===== src/rtl/pipe_pkg.sv =====
// Shared definitions for the pipeline forwarding/hazard controller:
// forward-select codes, the per-stage shadow slot and the controller FSM states.
package pipe_pkg;

    localparam int SLOT_DEST_W = 5;

    localparam logic [1:0] FWD_NONE = 2'b00;
    localparam logic [1:0] FWD_MEM  = 2'b01;
    localparam logic [1:0] FWD_WB   = 2'b10;

    typedef struct packed {
        logic                   valid;
        logic                   regWrite;
        logic                   memRead;
        logic [SLOT_DEST_W-1:0] dest;
    } stageSlot_t;

    typedef enum logic [1:0] {
        RUN,
        LOAD_STALL,
        FREEZE
    } fsmState_t;

    // A producer satisfies a source read when it writes a non-zero register equal to it.
    function automatic logic destHit(
        input logic                   writes,
        input logic [SLOT_DEST_W-1:0] dest,
        input logic [SLOT_DEST_W-1:0] src
    );
        return writes && (dest != '0) && (dest == src);
    endfunction

endpackage


===== src/rtl/fwd_match.sv =====
// Forward-select for one EX operand: compares a source register against the
// producers leaving EX and MEM; the younger (EX) producer takes precedence.
module fwd_match
    import pipe_pkg::*;
(
    input  logic                   iSrcValid,
    input  logic [SLOT_DEST_W-1:0] iSrc,
    input  logic                   iExWrites,
    input  logic [SLOT_DEST_W-1:0] iExDest,
    input  logic                   iMemWrites,
    input  logic [SLOT_DEST_W-1:0] iMemDest,
    output logic [1:0]             oCmd
);

    // NOTE: default assignment first so every path drives oCmd and no latch is inferred.
    always_comb begin
        oCmd = FWD_NONE;
        if (iSrcValid) begin
            if (destHit(iExWrites, iExDest, iSrc)) begin
                oCmd = FWD_MEM;
            end else if (destHit(iMemWrites, iMemDest, iSrc)) begin
                oCmd = FWD_WB;
            end
        end
    end

endmodule


===== src/rtl/forward_ctrl.sv =====
// Forwarding and load-use hazard controller for the five-stage pipeline.
// Optional statistics counters are built only when FORWARD_STATS_EN is defined.
module forward_ctrl
    import pipe_pkg::*;
#(
    parameter int REG_ADDR_W = SLOT_DEST_W,
    parameter int CNT_W      = 16
) (
    input  logic                  iClk,
    input  logic                  iReset,
    input  logic                  iIdValid,
    input  logic [REG_ADDR_W-1:0] iIdRs,
    input  logic [REG_ADDR_W-1:0] iIdRt,
    input  logic [REG_ADDR_W-1:0] iIdDest,
    input  logic                  iIdRegWrite,
    input  logic                  iIdMemRead,
    input  logic                  iMemStall,
    output logic [1:0]            oForwardCmdA,
    output logic [1:0]            oForwardCmdB,
    output logic                  oStall,
    output logic                  oBubble,
    output logic [CNT_W-1:0]      oStallCount,
    output logic [CNT_W-1:0]      oFwdCount
);

    fsmState_t  state;
    fsmState_t  stateNext;
    stageSlot_t idSlot;
    stageSlot_t exSlot;
    stageSlot_t memSlot;
    stageSlot_t wbSlot;
    logic [1:0] cmdA;
    logic [1:0] cmdB;
    logic       loadUse;
    logic       advance;
    logic       insertBubble;

    assign idSlot = '{valid:    iIdValid,
                      regWrite: iIdRegWrite,
                      memRead:  iIdMemRead,
                      dest:     iIdDest};

    assign loadUse = iIdValid && exSlot.memRead &&
                     (destHit(exSlot.valid && exSlot.regWrite, exSlot.dest, iIdRs) ||
                      destHit(exSlot.valid && exSlot.regWrite, exSlot.dest, iIdRt));

    fwd_match uMatchA (
        .iSrcValid  (iIdValid),
        .iSrc       (iIdRs),
        .iExWrites  (exSlot.valid && exSlot.regWrite),
        .iExDest    (exSlot.dest),
        .iMemWrites (memSlot.valid && memSlot.regWrite),
        .iMemDest   (memSlot.dest),
        .oCmd       (cmdA)
    );

    fwd_match uMatchB (
        .iSrcValid  (iIdValid),
        .iSrc       (iIdRt),
        .iExWrites  (exSlot.valid && exSlot.regWrite),
        .iExDest    (exSlot.dest),
        .iMemWrites (memSlot.valid && memSlot.regWrite),
        .iMemDest   (memSlot.dest),
        .oCmd       (cmdB)
    );

    always_ff @(posedge iClk) begin
        if (iReset) begin
            state <= RUN;
        end else begin
            state <= stateNext;
        end
    end

    // The cycle that releases a freeze is evaluated like RUN, so the frozen
    // cycles exactly replace the advances they blocked.
    always_comb begin
        stateNext = state;
        unique case (state)
            RUN, FREEZE: begin
                if (iMemStall) begin
                    stateNext = FREEZE;
                end else if (loadUse) begin
                    stateNext = LOAD_STALL;
                end else begin
                    stateNext = RUN;
                end
            end
            LOAD_STALL: stateNext = iMemStall ? FREEZE : RUN;
            default:    stateNext = RUN;
        endcase
    end

    always_comb begin
        oStall       = 1'b0;
        oBubble      = 1'b0;
        advance      = 1'b0;
        insertBubble = 1'b0;
        unique case (state)
            RUN, FREEZE: begin
                if (iMemStall) begin
                    oStall = 1'b1;
                end else if (loadUse) begin
                    oStall       = 1'b1;
                    oBubble      = 1'b1;
                    insertBubble = 1'b1;
                end else begin
                    advance = 1'b1;
                end
            end
            LOAD_STALL: begin
                if (iMemStall) begin
                    oStall = 1'b1;
                end else begin
                    advance = 1'b1;
                end
            end
            default: ;
        endcase
    end

    // NOTE: non-blocking assignments let the slot shift read every stage's old value.
    always_ff @(posedge iClk) begin
        if (iReset) begin
            exSlot       <= '0;
            memSlot      <= '0;
            wbSlot       <= '0;
            oForwardCmdA <= FWD_NONE;
            oForwardCmdB <= FWD_NONE;
        end else if (advance) begin
            exSlot       <= idSlot;
            memSlot      <= exSlot;
            wbSlot       <= memSlot;
            oForwardCmdA <= cmdA;
            oForwardCmdB <= cmdB;
        end else if (insertBubble) begin
            exSlot       <= '0;
            memSlot      <= exSlot;
            wbSlot       <= memSlot;
            oForwardCmdA <= FWD_NONE;
            oForwardCmdB <= FWD_NONE;
        end
    end

    // A stall without a bubble is a freeze: no slot may move across it.
    assert property (@(posedge iClk) disable iff (iReset)
        (oStall && !oBubble) |=> $stable({exSlot, memSlot, wbSlot}));

`ifdef FORWARD_STATS_EN
    logic [CNT_W-1:0] stallCount;
    logic [CNT_W-1:0] fwdCount;
    logic [1:0]       fwdIssued;
    logic [CNT_W:0]   fwdSum;

    always_comb begin
        fwdIssued = {1'b0, cmdA != FWD_NONE} + {1'b0, cmdB != FWD_NONE};
        fwdSum    = {1'b0, fwdCount} + {{(CNT_W-1){1'b0}}, fwdIssued};
    end

    always_ff @(posedge iClk) begin
        if (iReset) begin
            stallCount <= '0;
            fwdCount   <= '0;
        end else begin
            if (oStall && (stallCount != '1)) begin
                stallCount <= stallCount + 1'b1;
            end
            if (advance) begin
                fwdCount <= fwdSum[CNT_W] ? '1 : fwdSum[CNT_W-1:0];
            end
        end
    end

    assign oStallCount = stallCount;
    assign oFwdCount   = fwdCount;
`else
    assign oStallCount = '0;
    assign oFwdCount   = '0;
`endif

endmodule


===== config.mk =====
export PLATFORM = sky130hd
export DESIGN_NAME = forward_ctrl
export DESIGN_NICKNAME = d
export VERILOG_FILES = /design/src/rtl/pipe_pkg.sv /design/src/rtl/fwd_match.sv /design/src/rtl/forward_ctrl.sv
export SDC_FILE = /design/constraint.sdc
export NUM_CORES = 1
export LEC_CHECK = 0
export ABC_AREA = 1
export CAP_MARGIN = 15
export CELL_PAD_IN_SITES_DETAIL_PLACEMENT = 0
export CELL_PAD_IN_SITES_GLOBAL_PLACEMENT = 1
export CORE_MARGIN = 2
export CORE_UTILIZATION = 33
export CTS_CLUSTER_DIAMETER = 60
export CTS_CLUSTER_SIZE = 25
export DETAILED_ROUTE_END_ITERATION = 10
export GPL_ROUTABILITY_DRIVEN = 0
export HOLD_SLACK_MARGIN = 0.08
export PLACE_DENSITY = 0.92
export SETUP_SLACK_MARGIN = 0.5
export SYNTH_ARGS = -nofsm -noshare
export SYNTH_HDL_FRONTEND = slang
export SYNTH_HIERARCHICAL = 1
export SYNTH_SLANG_ARGS = --single-unit

===== constraint.sdc =====
create_clock -name iClk -period 2.5 [get_ports iClk]
set_clock_uncertainty 0.05 [all_clocks]
set_input_delay 0.375 -clock iClk [delete_from_list [all_inputs] [get_ports iClk]]
set_output_delay 0.375 -clock iClk [all_outputs]
set_load 0.02 [all_outputs]

# [Word level (Yosys, flattened, before mapping)]
# Index checks and enable logic that the tools add are counted.
[totals] reg_bits=21 wordCells=59 inputBits=21
[op_classes] n_reduce_logical=16 muxes=27 eq_ne=6
[ops] op="two-way mux 8 bit" count=4
[ops] op="two-way mux 2 bit" count=11
[ops] op="== test 5 bit" count=4
[ops] op="logical AND 1 bit" count=10
[ops] op="nonzero test 5 bit" count=2
[ops] op="two-way mux 1 bit" count=9
[ops] op="case mux 1 bit (2 select lines)" count=2
[ops] op="case mux 2 bit (2 select lines)" count=1
[ops] op="== test 2 x 1 -> 1 bit (second input constant)" count=1
[ops] op="== test 2 bit (second input constant)" count=1
[ops] op="zero test 2 bit" count=1
[ops] op="nonzero test 2 bit" count=1
[ops] op="OR reduction 2 bit" count=1
[ops] op="logical OR 1 bit" count=1

# [Logic depth before layout (Yosys ltp)]
# Gate-level depths: netlist of the first run.
[depth] word_depth=10 depth_mapped=13

# [Cells and area by module]
# Netlist of the first run, hierarchy kept.
[modules_own_cells] mod="forward_ctrl" area_per_inst_um2=1232.4 seq_area_each_um2=420.4 instances=1 cells_per_inst=179
[modules_own_cells] mod="fwd_match" area_per_inst_um2=254.0 seq_area_each_um2=0.0 instances=2 cells_per_inst=58

# [Worst setup path before layout of the first run]
# No wires, ideal clock.
[synth_timing] path_kind="register to output" from="reg exSlot[0] in the netlist's numbering" to="out oBubble" t_arrival_ps=1307 slack_ps=768 stages_incl_launch_ff=7 required_time_ps=2075 cell_sequence="dfxtp_1 > xnor2_1 > nand2_1 > nor2_1 > a22o_1 > nand3_1 > nor2_1"
[synth_between] elab_chain_cells=8 elab_cells_between_ends=11
[synth_rtl] element="start, declared" line="forward_ctrl.sv:29" rtl="stageSlot_t exSlot;"
[synth_rtl] element="start signal, assigned" line="forward_ctrl.sv:131" rtl="exSlot <= idSlot;"
[synth_rtl] element="nonzero test 5 bit" line="pipe_pkg.sv:30" rtl="return writes && (dest != '0) && (dest == src);"
[synth_rtl] element="logical AND 1 bit (2 in a row)" line="pipe_pkg.sv:30"
[synth_rtl] element="logical OR 1 bit *" line="forward_ctrl.sv:44" rtl="(destHit(exSlot.valid && exSlot.regWrite, exSlot.dest, iIdRs) ||"
[synth_rtl] element="logical AND 1 bit *" line="forward_ctrl.sv:43" rtl="assign loadUse = iIdValid && exSlot.memRead &&"
[synth_rtl] element="two-way mux 1 bit *" line="forward_ctrl.sv:103" rtl="end else if (loadUse) begin"
[synth_rtl] element="two-way mux 1 bit *" line="forward_ctrl.sv:101" rtl="if (iMemStall) begin"
[synth_rtl] element="two-way mux 1 bit *" line="forward_ctrl.sv:99" rtl="unique case (state)"
[synth_rtl] element="end, declared" line="forward_ctrl.sv:21" rtl="output logic oBubble,"
# Mark *: on every way between the ends. The rest lies on a longest branch, timed or not.

# [Final worst setup path of the first run]
[layout_timing] from="reg exSlot[3] in the netlist's numbering" to="out oStall"
[layout_between] elab_chain_cells=8 elab_cells_between_ends=11
[layout_rtl] element="nonzero test 5 bit" line="pipe_pkg.sv:30"
[layout_rtl] element="logical AND 1 bit (2 in a row)" line="pipe_pkg.sv:30"
[layout_rtl] element="logical OR 1 bit *" line="forward_ctrl.sv:44"
[layout_rtl] element="logical AND 1 bit *" line="forward_ctrl.sv:43"
[layout_rtl] element="two-way mux 1 bit *" line="forward_ctrl.sv:103"
[layout_rtl] element="two-way mux 1 bit *" line="forward_ctrl.sv:101"
[layout_rtl] element="case mux 1 bit (2 select lines) *" line="forward_ctrl.sv:99"
[layout_rtl] element="end, declared" line="forward_ctrl.sv:20" rtl="output logic oStall,"
# Marks and branches as above.

==> results.toml, run 1 <==
[cts]
clock_latency_ps = 260
clkSinkCount = 21
clkTransAtPathRegs_ps = 80
cts_tree = "yes"
clockBufferDepth = 2
ctsHtreeMaxLevel = 1
cts_buffers = 3
clockRootBuffer = "clkbuf_8"

[routing]
drc = 0
drt_first_pass_iters = 4
drt_iter0_drc = 75
routed_wl_um = 4410
wl_per_cell_um = 10.7
antenna_left = 0
via_per_inst = 4.18
via_count = 1722

[grt]
grt_max_degree = 22
grt_overflow = 0
first_global_vias = 1513
grt_usage_pct = 14.8
met1_usage_pct = 19.2
antenna_found_initial = 0
grt_pass1_wl_um = 7070
busiest_layer = "met2"
gr-usage-met3_pct = 2.96
gr-usage-met2_pct = 25.0

[logic_synthesis]
ys_seq_area_share_pct = 24.2
netlist_top_cells_area = "dfxtp_1, nand2_1, buf_4"
avgSynthCellArea_sq_um = 5.90
yosys_warnings = 6
syn_inst = 295
synth_seq_cells = 21
synth_top_area_share_pct = 24.2
synth_top_area_cell = "dfxtp_1"
syn_area_sq_um = 1740
synth_cell_type_count = 23

[layout]
area_growth_syn_to_layout_pct = 28.3
layout_commonest_cell = "nand2_1"
diodes = 0
fillers = 574
layout_common_cells = "nand2_1, inv_1, conb_1"
layout-drive-gt1-share_pct = 22.5
nets = 364
finalNonFillerCells = 412

[worst_setup_path]
critical_path.startpoint = "exSlot[3]"
crit_path_end_kind = "primary output"
r2r.worst_path.cells = 13
arrival_ps = 1530
cp-start-kind = "register"
rr_startpoint = "exSlot[2]"
crit_type = "register to primary output"
crit_required_ps = 2080
critPathMaxFanout = 7

[min_path]
hold_class = "register to register"
hold_depth = 2
min-delay-start = "memSlot[7]"

[timing]
tightest_slew_ps = 1020
slew_headroom_pct = 32.1
setup_viol = 0
fin_crit_sh_pct = 78.3
holdWs_ps = 416
period_minus_slack_ps = 1960
slew_violations = 0
rsz0062_at_grt = "yes"
finalHoldViolCount = 0
fmax_ghz = 0.511

[floorplan]
floorplan.initialDensity_pct = 34.1
die_w_um = 76.6
rows = 26
dieArea_sq_um = 5870
core_area_sq_um = 5110
die_h_um = 76.6
ios = 59

[placed_design]
hpwlAfterDp_um = 3210
io_buffers = 26
dp.cells = 400

[power]
seqPwrFrac_pct = 43.1
p_clk_share_pct = 27.0
p_leak_nw = 1.11
power.density_nw_per_um2 = 380
power.share.switching_pct = 34.6
switchingPower_mw = 0.294
p_comb_share_pct = 29.9
p_int_mw = 0.555
ir_drop_mv = 0.210

[run]
cap_viol_max_count = 0

[status]
status = "complete, no violations"
-- synthesized netlist by cell type --
cell type  number
xor2_1          3
nand2_1       104
a211oi_1        4
nand2_2         5
nand4_1         2
inv_2           4
buf_6           1
dfxtp_1        21
nor3_2          2
conb_1          1
a21oi_1        14
a22o_1          1
nor2_2          6
nor2_1         28
clkbuf_1        4
nand3_2         4
nand3_1         5
a21oi_2         3
inv_1          41
o21ai_0         5
buf_4          32
nor3_1          3
xnor2_1         2
-- logic make-up after synthesis --
group,share of synthesized area [%]
XOR/XNOR,2.52
other,0.215
AO/OA/AOI/OAI,9.20
AND/OR/NAND/NOR,38.9
flip-flops,24.2
buffers and inverters,25.0
-- timing repair --
action / in CTS / in global routing
pin swaps: 4 / 8
gates cloned: 1 / 0
gates resized for setup: 35 / 19
hold buffers: 0 / 0
setup buffers: 4 / 3
setup endpoints to repair: 2 / 14
-- layer usage --
| layer | vias up | wire length, um |
|---|---|---|
| met5 | - | 0 |
| met4 | 0 | 69 |
| met3 | 8 | 215 |
| met2 | 40 | 2190 |
| met1 | 755 | 1940 |
| li1 | 919 | - |
-- cell type report --
class | count | area (sq um) | share of cell area, %
tap | 70 | 87.6 | 3.92
multi-input combinational | 224 | 1080 | 48.6
clock inverter | 1 | 5.00 | 0.224
clock buffer | 3 | 41.3 | 1.85
timing repair buffer | 48 | 412 | 18.4
inverter | 45 | 171 | 7.68
sequential | 21 | 432 | 19.3
-- registers in the layout (all words and copies together), names as in the netlist --
| register | flops |
|---|---|
| oForwardCmdB | 2 |
| memSlot | 7 |
| exSlot | 8 |
| oForwardCmdA | 2 |
| state | 2 |
-- worst paths after layout --
check	to	slack [ps]
max	oStall	540
min	memSlot[7]	420
max reg2reg	exSlot[2]	610
min reg2reg	memSlot[7]	420
-- metrics by stage --
stage / TNS [ps] / util [%] / area, sq um / power, mW / worst slack, ps
after global placement: -354 / 40.2 / 2050 / 0.604 / -179
after detailed placement: -428 / 40.2 / 2050 / 0.606 / -234
after CTS: 0 / 42.2 / 2150 / 0.843 / 502
after floorplan: 0 / - / 1860 / 0.556 / 768
after global routing: 0 / 43.7 / 2230 / 0.898 / 445
final: 0 / 43.7 / 2230 / 0.849 / 541
-- critical path: stages, from the launching register on --
cell	delay, ps
dfxtp_4	400
nand2_1	70
nand2_1	90
nand2_1	70
nor2_2	120
a22o_1	160
nand3_2	90
o21ai_1	100
buf_4	160
-- power groups by stage --
stage                     sequential (mW)  combinational [mW]  clock (mW)
after global placement              0.373               0.231           0
after detailed placement            0.373               0.233           0
after CTS                           0.366               0.241       0.236
after floorplan                     0.370               0.186           0
after global routing                0.369               0.279       0.250
final                               0.366               0.254       0.229
Power figures use the tool's default switching activity.
==> run 2, diff against run 1 <==
Settings changed: CORE_UTILIZATION 33 to 27, PLACE_DENSITY 0.92 to 0.82.
Clock period 2.5 ns to 1.75 ns, I/O delays scaled along.
==> run 2 against run 1 <==
Effect of this change:
- the flow now finishes with violations (setup timing)
- non-clock buffer count rose by 17
- global-route usage fell by 1.4 points
- register-to-register slack got worse by 520 ps
- sequential power rose by 43%
- highest routed layer unchanged
==> results.toml, run 2 (synthesis results as in run 1) <==
[routing]
via_count = 1824
drt_iter0_drc = 84
via_per_inst = 4.18
antenna_left = 0
drc = 0
drt_first_pass_iters = 4
wl_per_cell_um = 11.1
routed_wl_um = 4850

[power]
ir_drop_mv = 0.317
p_leak_nw = 1.31
power.share.switching_pct = 35.7
p_int_mw = 0.832
switchingPower_mw = 0.461
seqPwrFrac_pct = 40.5
p_comb_share_pct = 34.3
p_total_mw = 1.29
p_clk_share_pct = 25.2
power.density_nw_per_um2 = 491

[floorplan]
die_h_um = 84.3
rows = 29
floorplan.initialDensity_pct = 27.7
dieArea_sq_um = 7100
ios = 59
core_area_sq_um = 6280
die_w_um = 84.3

[worst_setup_path]
crit_type = "input port to primary output"
crit_required_ps = 1440
cp_slowest_cell = "clkdlybuf4s50_1"
cpPeakStageDelay_ps = 520
path_cells = "clkdlybuf4s50_1 > nand2_1 > nor3_1 > nand3_4 > o21ai_2 > buf_6"
critPathMaxFanout = 3
crit_path_end_kind = "primary output"
arrival_ps = 1560
cp-start-kind = "input port"

[layout]
nets = 381
diodes = 0
top_register = "exSlot"
finalNonFillerCells = 436
largest_register_ffs = 8
reg_top3 = "exSlot x8, memSlot x7"
area_growth_syn_to_layout_pct = 51.4
design_area_sq_um = 2640
layout-drive-gt1-share_pct = 37.0
layout_commonest_cell = "nand2_1"
fillers = 666
post-route-util_pct = 42.0
layout_common_cells = "nand2_1, inv_1, conb_1"

[timing]
period_minus_slack_ps = 1870
rsz0062_at_grt = "yes"
fin_crit_sh_pct = 107
finalHoldViolCount = 0
holdWs_ps = 431
setup_viol = 2
layout_setup_ws_ps = -123
slew_violations = 0
fmax_ghz = 0.534
finalSetupTns_ps = -245

[placed_design]
io_buffers = 26
post-place-ws_ps = -727
hpwlAfterDp_um = 3450
dp.cells = 423
dpl_cell_area_sq_um = 2210

[run]
cap_viol_max_count = 0

[grt]
antenna_found_initial = 0
first_global_vias = 1703
grt_max_degree = 22
grt_pass1_wl_um = 7820
grt_overflow = 0
grt_usage_pct = 13.3

[cts]
clockBufferDepth = 2
cts_buffers = 3
clkSinkCount = 21
cts_hold_buf = 0
clkTransAtPathRegs_ps = 80
ctsHtreeMaxLevel = 1
cts_tree = "yes"
clockRootBuffer = "clkbuf_8"
clock_latency_ps = 260

[status]
status = "complete, but fails checks"
violations = "setup timing"

[min_path]
hold_class = "register to register"
==> run 2: cell types whose count changed in the layout (fill, tap and decap cells not counted), moves of 3 or more <==
cell,previous run,this run
nand2_4,2,10
inv_1,39,35
nand2_1,101,84
nor2_1,24,17
clkbuf_2,0,3
nor2_4,0,8
nand2_2,7,14
a211oi_1,4,0
a211oi_2,0,4
buf_6,0,11
buf_4,24,29
==> run 2: critical path: cells and delay by family <==
family	cells	cell delay [ps]
and+or+nand+nor	3	560
AOI/OAI and AO/OA	1	90
buffers and inverters	2	650
==> run 2: cell type report <==
type | instances | area (sq um) | share of cell area, %
multi-input combinational | 224 | 1300 | 49.2
clock buffer | 3 | 41.3 | 1.57
timing repair buffer | 65 | 571 | 21.7
clock inverter | 1 | 5.00 | 0.190
inverter | 45 | 186 | 7.08
sequential | 21 | 438 | 16.6
tap | 77 | 96.3 | 3.66
==> run 2: power groups by stage <==
stage / logic (mW) / clock network (mW) / registers [mW]
4_1_cts: 0.394 / 0.331 / 0.518
2_1_floorplan: 0.268 / 0 / 0.528
6_report: 0.443 / 0.326 / 0.524
5_1_grt: 0.485 / 0.354 / 0.528
3_3_place_gp: 0.364 / 0 / 0.528
3_5_place_dp: 0.366 / 0 / 0.529
==> run 2: metal layers <==
| layer | share of wire, % | GRT usage [%] | vias up |
|---|---|---|---|
| li1 | - | - | 958 |
| met1 | 44 | 17.7 | 815 |
| met2 | 51 | 23.2 | 43 |
| met3 | 3.8 | 1.97 | 8 |
| met4 | 1.2 | 2.49 | 0 |
| met5 | 0 | 0 | - |
==> run 2: timing repair <==
item	in CTS	in global routing
cloned	2	0
buffers inserted	4	3
pin swaps	14	23
setup endpoints to repair	26	25
gates resized for setup	59	65
==> run 2: worst paths after layout <==
kind	start	endpoint	slack, ps	cells past startpoint
max	iIdValid	oStall	-120	6
max reg2reg	exSlot[3]	exSlot[2]	90	12
min reg2reg	memSlot[7]	memSlot[7]	430	2
min	memSlot[7]	memSlot[7]	430	2
